$ cat src/rtl/uart_rx_deframer.sv
// UART byte-stream deframer: SYNC, LEN, payload, XOR checksum; good payloads replayed on a ready/valid stream.
// Optional inter-byte timeout is compiled in with `define UART_RX_DEFRAMER_TIMEOUT_EN.
module uart_rx_deframer #(
  parameter int unsigned MAX_LEN        = 16,
  parameter logic [7:0]  SYNC_BYTE      = 8'hA5,
  parameter int unsigned TIMEOUT_CYCLES = 100000
) (
  input  logic       clk,
  input  logic       rst,
  input  logic [7:0] in_data,
  input  logic       in_done,
  input  logic       in_err,
  output logic [7:0] out_data,
  output logic       out_valid,
  input  logic       out_ready,
  output logic       out_last,
  output logic       frame_ok,
  output logic       frame_bad,
  output logic       overrun,
  output logic       busy
);

  localparam int unsigned IDX_W = (MAX_LEN > 1) ? $clog2(MAX_LEN) : 1;

  if (MAX_LEN < 1 || MAX_LEN > 255 || TIMEOUT_CYCLES < 1) begin : g_param_check
    $error("uart_rx_deframer: parameter out of range");
  end

  typedef enum logic [2:0] {S_IDLE, S_LEN, S_PAYLOAD, S_CSUM, S_DRAIN} state_t;

  state_t      r_state;
  logic [7:0]  r_len;
  logic [7:0]  r_idx;
  logic [7:0]  r_rd;
  logic [7:0]  r_csum;
  logic [7:0]  r_out_data;
  logic        r_out_valid;
  logic        r_out_last;
  logic        r_frame_ok;
  logic        r_frame_bad;
  logic        r_overrun;
  logic [7:0]  r_buf [MAX_LEN];

  logic        w_in_frame;
  logic        w_len_bad;
  logic        w_accept;
  logic [7:0]  w_rd_next;
  logic        w_timeout;

  assign w_in_frame = (r_state == S_LEN) || (r_state == S_PAYLOAD) || (r_state == S_CSUM);
  assign w_len_bad  = (in_data == 8'd0) || (32'(in_data) > MAX_LEN);
  assign w_accept   = r_out_valid && out_ready;
  assign w_rd_next  = r_rd + 8'd1;

`ifdef UART_RX_DEFRAMER_TIMEOUT_EN
  localparam int unsigned TMO_W = $clog2(TIMEOUT_CYCLES + 1);
  localparam logic [TMO_W-1:0] TMO_LAST = TMO_W'(TIMEOUT_CYCLES - 1);

  logic [TMO_W-1:0] r_tmo;

  // Idle time since the last accepted byte; held at zero outside a frame.
  always_ff @(posedge clk) begin
    if (rst || in_done || !w_in_frame) r_tmo <= '0;
    else                               r_tmo <= r_tmo + 1'b1;
  end

  assign w_timeout = w_in_frame && (r_tmo == TMO_LAST);
`else
  assign w_timeout = 1'b0;
`endif

  always_ff @(posedge clk) begin
    if (r_state == S_PAYLOAD && in_done && !in_err) r_buf[r_idx[IDX_W-1:0]] <= in_data;
  end

  always_ff @(posedge clk) begin
    if (rst) begin
      r_state     <= S_IDLE;
      r_len       <= 8'd0;
      r_idx       <= 8'd0;
      r_rd        <= 8'd0;
      r_csum      <= 8'd0;
      r_out_data  <= 8'd0;
      r_out_valid <= 1'b0;
      r_out_last  <= 1'b0;
      r_frame_ok  <= 1'b0;
      r_frame_bad <= 1'b0;
      r_overrun   <= 1'b0;
    end else begin
      r_frame_ok  <= 1'b0;
      r_frame_bad <= 1'b0;
      r_overrun   <= 1'b0;
      case (r_state)
        S_IDLE: begin
          if (in_done && in_data == SYNC_BYTE) r_state <= S_LEN;
        end
        S_LEN, S_PAYLOAD, S_CSUM: begin
          if (in_err) begin
            r_frame_bad <= 1'b1;
            r_state     <= S_IDLE;
          end else if (in_done) begin
            if (r_state == S_LEN) begin
              if (w_len_bad) begin
                r_frame_bad <= 1'b1;
                r_state     <= S_IDLE;
              end else begin
                r_len   <= in_data;
                r_csum  <= in_data;
                r_idx   <= 8'd0;
                r_state <= S_PAYLOAD;
              end
            end else if (r_state == S_PAYLOAD) begin
              r_csum <= r_csum ^ in_data;
              r_idx  <= r_idx + 8'd1;
              if (r_idx + 8'd1 == r_len) r_state <= S_CSUM;
            end else if (in_data == r_csum) begin
              // Preload the first payload byte so out_valid rises with valid data.
              r_frame_ok  <= 1'b1;
              r_rd        <= 8'd0;
              r_out_data  <= r_buf[0];
              r_out_last  <= (r_len == 8'd1);
              r_out_valid <= 1'b1;
              r_state     <= S_DRAIN;
            end else begin
              r_frame_bad <= 1'b1;
              r_state     <= S_IDLE;
            end
          end else if (w_timeout) begin
            r_frame_bad <= 1'b1;
            r_state     <= S_IDLE;
          end
        end
        S_DRAIN: begin
          if (in_done) r_overrun <= 1'b1;
          if (w_accept) begin
            if (r_out_last) begin
              r_out_valid <= 1'b0;
              r_out_last  <= 1'b0;
              r_state     <= S_IDLE;
            end else begin
              r_rd       <= w_rd_next;
              r_out_data <= r_buf[w_rd_next[IDX_W-1:0]];
              r_out_last <= (w_rd_next + 8'd1 == r_len);
            end
          end
        end
        default: r_state <= S_IDLE;
      endcase
    end
  end

  assign out_data  = r_out_data;
  assign out_valid = r_out_valid;
  assign out_last  = r_out_last;
  assign frame_ok  = r_frame_ok;
  assign frame_bad = r_frame_bad;
  assign overrun   = r_overrun;
  assign busy      = (r_state != S_IDLE);

endmodule

$ cat config.mk
export PLATFORM = sky130hd
export DESIGN_NAME = uart_rx_deframer
export DESIGN_NICKNAME = d
export VERILOG_FILES = /design/src/rtl/uart_rx_deframer.sv
export SDC_FILE = /design/constraint.sdc
export NUM_CORES = 1
export LEC_CHECK = 0
export ABC_AREA = 1
export ABC_CLOCK_PERIOD_IN_PS = 5800
export CAP_MARGIN = 20
export CORE_UTILIZATION = 60
export CTS_CLUSTER_DIAMETER = 30
export DETAILED_ROUTE_END_ITERATION = 8
export DONT_BUFFER_PORTS = 1
export PLACE_DENSITY = 0.8
export SKIP_CTS_REPAIR_TIMING = 1
export SLEW_MARGIN = 10
export SYNTH_ARGS = -nofsm -noshare
export SYNTH_HDL_FRONTEND = slang
export SYNTH_SLANG_ARGS = --single-unit
export TNS_END_PERCENT = 1
$ cat constraint.sdc
create_clock -name clk -period 5.8 [get_ports clk]
set_input_delay 1.45 -clock clk [delete_from_list [all_inputs] [get_ports clk]]
set_output_delay 1.45 -clock clk [all_outputs]
set_load 0.005 [all_outputs]
Word-level counts from Yosys, hierarchy flattened --
Memories as Yosys holds them, arrays and structs flattened. Cells that the tools add are included.
Word-level totals: memories kept 1, bits in writable memories 128, output and inout bits 14, flip-flop bits (word level) 48, bits of input ports 13, logic and storage cells 123
Operators by class: reduce and logical (&&, ||, !) cells 21, $add $sub $neg 3, mux-type cells 59, $lt $le $gt $ge 1, equal/unequal tests 21, bitwise gates (word level) 6
Memory list:
- r_buf | words 16, bits a word 8, rd ports 2, clocked after memory_dff 0, write ports 1, RTL line 42 | logic [7:0] r_buf [MAX_LEN];
Operator list (number):
- 8-bit two-way mux | 20
- 8-bit one-hot mux with 2 select lines | 2
- 3-bit two-way mux | 9
- 8-bit by 1-bit adder with 8-bit output (second input constant) | 3
- 8-bit == test | 3
- 1-bit two-way mux | 24
- 2-bit != test (second input constant) | 10
- 8-bit AND reduction | 2
- 5-bit AND reduction | 3
- 3-bit one-hot mux with 3 select lines | 1
- 8-bit by 1-bit == test with 1-bit output (second input constant) | 1
- 8-bit == test (second input constant) | 1
- 8-bit by 5-bit greater-than comparator with 1-bit output (second input constant) | 1
- 8-bit logical NOT | 1
- 8-bit XOR | 1
- 7-bit AND reduction | 1
- 3-bit by 2-bit == test with 1-bit output (second input constant) | 2
- 6-bit OR reduction | 1
- 5-bit != test (second input constant) | 1
- 1-bit inverter | 5
- 1-bit logical AND | 4
- 1-bit one-hot mux with 2 select lines | 2
- 2-bit nonzero test | 2
- 2-bit OR reduction | 2
- 9 further kinds | 9

Logic depth before layout (Yosys ltp) --
depth after elaboration 8, gate-level depth with buffers 14, mapped depth without buffers 14

Least setup slack after synthesis --
OpenSTA, ideal clock, no wires.
kind in2reg, start input port in_done, end memory r_buf[0][0] (enable), arrival time 2385 ps, buffers on the path 0, cell stages on the path 4, library setup time 370 ps, required time 5430 ps, slack 3044 ps, cell sequence inv_1 > nor3_1 > nand2_1 > nor2_1
Between the ends: longest elaborated chain between the ends 4
Ends and longest elaborated chain:
- from (decl) | RTL line 11 | input logic in_done,
- 1-bit logical AND (2 in a row) | RTL line 73 | if (r_state == S_PAYLOAD && in_done && !in_err) r_buf[r_idx[IDX_W-1:0]] <= in_data;
- 1-bit two-way mux | RTL line 73
- 1-bit two-way mux (not written as such) | RTL line 73
- to (decl) | RTL line 42
Every way passes these cells.

Worst setup path in the final report --
start register r_rd[0], end register r_out_data[2] (netlist: out_data[2])
Between the ends: longest elaborated chain between the ends 5
Ends and longest elaborated chain:
- from (decl) | RTL line 34 | logic [7:0] r_rd;
- from (signal assigned) | RTL line 141 | r_rd <= w_rd_next;
- 8-bit by 1-bit adder with 8-bit output | RTL line 53 | assign w_rd_next = r_rd + 8'd1;
- memory 16 x 8 bit
- 8-bit two-way mux | RTL line 136 | if (r_out_last) begin
- 8-bit two-way mux | RTL line 135 | if (w_accept) begin
- 8-bit one-hot mux with 2 select lines | RTL line 93 | case (r_state)
- to (signal assigned) | RTL line 120 | r_out_data <= r_buf[0];
- to (signal assigned) | RTL line 142 | r_out_data <= r_buf[w_rd_next[IDX_W-1:0]];
- to (decl) | RTL line 36 | logic [7:0] r_out_data;
Every way passes these cells. The select of a mux whose other input is x is not followed. A chain may end at the register's enable or synchronous reset.

==> Flow_metrics.wiki <==
{| class="wikitable"
! Metric !! Value
|-
| Count of mapped cells out of synthesis || 902
|-
| Number of nets produced by synthesis || 921
|-
| Main area contributors after synthesis || edfxtp_1, dfxtp_1, nand2_1
|-
| Count of boundary I/O pins || 27
|-
| Top cell type's share of synthesized area || 47.2%
|-
| Status || completed
|-
| Core Box Area || 13,200 um^2
|-
| Top cells by count, synth || nand2_1, nor2_1, edfxtp_1
|-
| DRC violation total after the first TritonRoute iteration || 729
|-
| Share of final-layout standard cells stronger than drive strength 1 || 5.80%
|-
| Beginning of the worst hold path || r_rd[5]
|-
| FMAX || 300 MHz
|-
| Number of enable-type register cells in the synthesized netlist || 128
|-
| Worst-case clock buffer depth || 2
|-
| Most area-hungry cell type in the Yosys netlist || edfxtp_1
|-
| Adder-cell share of the synthesized area || 0.921%
|-
| Xor/xnor cell area share of the yosys netlist || 0.967%
|-
| Summed area of non-filler cells in the final layout || 8880 um^2
|-
| Count of standard-cell rows || 42
|-
| Number of detailed-route iterations in the first pass || 7
|-
| Cell depth of the worst hold path || 2
|-
| Number of register bits inferred by synthesis || 176
|-
| Global-route wire length before repair || 30,900 um
|-
| Final setup violation count || 0
|-
| Critical Path Source Type || flop
|-
| Post-synthesis share of cell area spent on and, or, nand and nor gates || 21.4%
|-
| Dominant combinational cell family by area after synthesis || simple AND/OR/NAND/NOR gates
|-
| Area growth from synthesis to layout || 9.01%
|-
| Final worst path period share || 57.4%
|-
| Reg clk slew, reported paths || 60 ps
|-
| Post-placement cell count || 1,041
|-
| Vertical die dimension || 119 um
|-
| Buffers plus inverters on the worst setup path || 3
|-
| Setup repair after global routing missed its margin || false
|-
| Overflow after GRT || 0
|-
| Top_reg_cell synth || edfxtp_1
|-
| Total count of max-transition violations in the final report || 0
|-
| TritonCTS clock tree || done
|-
| Number of remaining DRC errors || 0
|-
| Total wire length after detailed routing || 19,700 um
|-
| Cell type group with the largest total delay on the critical path || buffers and inverters
|-
| Vias in the first global route || 6,007
|-
| Worst Max-Slew Pin Slew || 1080 ps
|-
| Total clock buffers created by CTS || 17
|-
| WL/cell || 18.3 um
|-
| Launch instance of the worst register-to-register path || r_rd[0]
|-
| Antenna violations before repair || 0
|-
| Area of the mapped netlist || 8150 um^2
|-
| Clock insertion delay at the later pin of the skew report || 440 ps
|-
| Power density over the cells || 329 nW/um^2
|-
| Skew final || 11.8 ps
|-
| Worst slew margin relative to its limit || 27.6%
|-
| Non-filler cells in the finished layout || 1,073
|-
| Yosys synthesis warning count || 0
|-
| Worst hold-check slack || 466 ps
|-
| Standard cell with the maximum stage delay on the critical path || buf_4
|-
| Leak || 3.13 nW
|-
| Global-route total usage across every layer || 29.5%
|-
| Antenna diode count || 0
|-
| Final GP Congestion || 0.833
|-
| Initial Util || 61.5%
|-
| Signal arrival time at the worst endpoint || 3710 ps
|-
| Maximum cell stage delay along the critical path || 590 ps
|-
| Antenna-violating nets left || 0
|-
| Count of vias placed by the detailed router || 6,311
|-
| Dpl hpwl || 12,000 um
|-
| Net count reported at finish || 903
|-
| Worst hold endpoint || r_rd[5]
|-
| Die X || 119 um
|-
| Async set-or-reset flop fraction in the synthesized netlist || 0%
|-
| Maximum number of pins on one net before global-route repair || 77
|-
| Die Footprint || 14,100 um^2
|-
| R2R Setup Slk || 2470 ps
|-
| Worst path cell trace || buf_4 -> inv_2 -> ha_1 -> buf_4 -> o21ai_0 -> o211ai_1 -> nand3_1 -> nand2_1 -> nand2_1 -> o21ai_0 -> nor2_1 -> nor2_1
|-
| Clock tree root buffer cell || clkbuf_16
|-
| Max-capacitance violation count || 0
|-
| Synth Area per Inst || 9.03 um^2
|-
| Sequential area share after synthesis || 59.0%
|-
| Maximum vdd drop || 0.316 mV
|-
| Num Clock Sinks || 176
|-
| Total negative setup slack || 0 ps
|-
| Final critical delay including setup and external delays || 3330 ps
|-
| Number of buffers added on ports || 0
|-
| H-tree levels || 4
|-
| Placed inst area || 8240 um^2
|-
| Maximum fanout along the worst path || 76
|-
| Vias per inst || 5.88
|-
| Mux contribution to synthesized area || 0%
|-
| Most frequently used cell type in the post-synthesis netlist || nand2_1
|-
| Synthesized-area fraction occupied by ao, oa, aoi and oai cells || 12.4%
|-
| Worst flop-to-flop path endpoint || out_data[2]
|-
| Crit Path Class || flop to flop
|-
| Crit end category || flop
|-
| Final number of hold-violating endpoints || 0
|-
| Data required time at the worst endpoint || 6180 ps
|-
| Worst min path class || flop to flop
|-
| Post-synthesis cell type count || 35
|-
| R2R cell count || 12
|}
==> cells by family (layout without fill, tap and decap cells) <==
logic type,Yosys count,in the layout
AO/OA/AOI/OAI,175,175
XOR/XNOR,9,9
adder cells (fa/ha/maj),6,6
buffers and inverters,113,108
flip-flops,176,176
AND/OR/NAND/NOR,423,423
==> worst max path at each step <==
stage                     startpoint          end  cells past startpoint
after floorplan              in_done  r_buf[0][0]                      4
after global placement    in_data[1]     r_idx[4]                      7
after detailed placement  in_data[1]     r_idx[1]                      7
after CTS                    r_rd[0]  out_data[2]                     13
after global routing         r_rd[0]  out_data[2]                     12
final                        r_rd[0]  out_data[2]                     12
==> sequential cells by signal, indices dropped and copies added (netlist names) <==
register	cells
frame_bad	1
r_idx	8
out_data	8
r_rd	8
overrun	1
out_valid	1
r_buf	128
r_state	3
frame_ok	1
r_csum	8
out_last	1
r_len	8
==> per-layer routing <==
metal	global-route usage [%]	part of all wire [%]	routed length [um]
met1	38.1	42	8330
met2	47.6	48	9500
met3	7.09	7.1	1390
met4	12.7	2.2	442
met5	0	0	0
==> through the flow <==
step | power [mW] | util [%] | worst slack [ps]
after floorplan | 1.64 | - | 3040
after global placement | 1.70 | 62.2 | 2220
after detailed placement | 1.70 | 62.2 | 2220
after CTS | 2.93 | 67.1 | 2480
after global routing | 3.02 | 67.1 | 2230
final | 2.93 | 67.1 | 2470
==> placed cells by master, fill, tap and decap left out, types with 2 or more instances in the layout <==
master and instances:
a211oi_1 3, inv_6 4, ha_1 6, a21oi_1 39, o21ai_0 84, nand3_2 2
nor2_1 155, clkbuf_16 17, xnor2_1 9, dfxtp_1 47, buf_4 5, o21ai_1 2
bufinv_16 4, inv_1 65, nand3_1 55, o2111ai_1 2, clkinvlp_4 3, nor3_1 7
nand2_1 181, o22ai_1 4, inv_8 2, o211ai_1 35, inv_2 6, edfxtp_1 128
nand4_1 16
==> report_power, final <==
part | internal (mW) | switching (mW)
clock network | 0.734 | 0.509
registers | 1.37 | 0.0212
logic | 0.0818 | 0.209
==> worst min-delay path, cell delays in order, from the launching register on <==
cell and delay (ps):
dfxtp_1 310, nand2_1 60, a21oi_1 50
==> final cells by class <==
cell class | count | area, um^2
sequential | 176 | 4810
clock buffer | 17 | 425
clock inverter | 15 | 221
multi-input combinational | 613 | 2910
tap | 176 | 220
timing repair buffer | 5 | 37.5
fill | 1016 | 4360
inverter | 71 | 267
(Power assumes the default switching activity.)
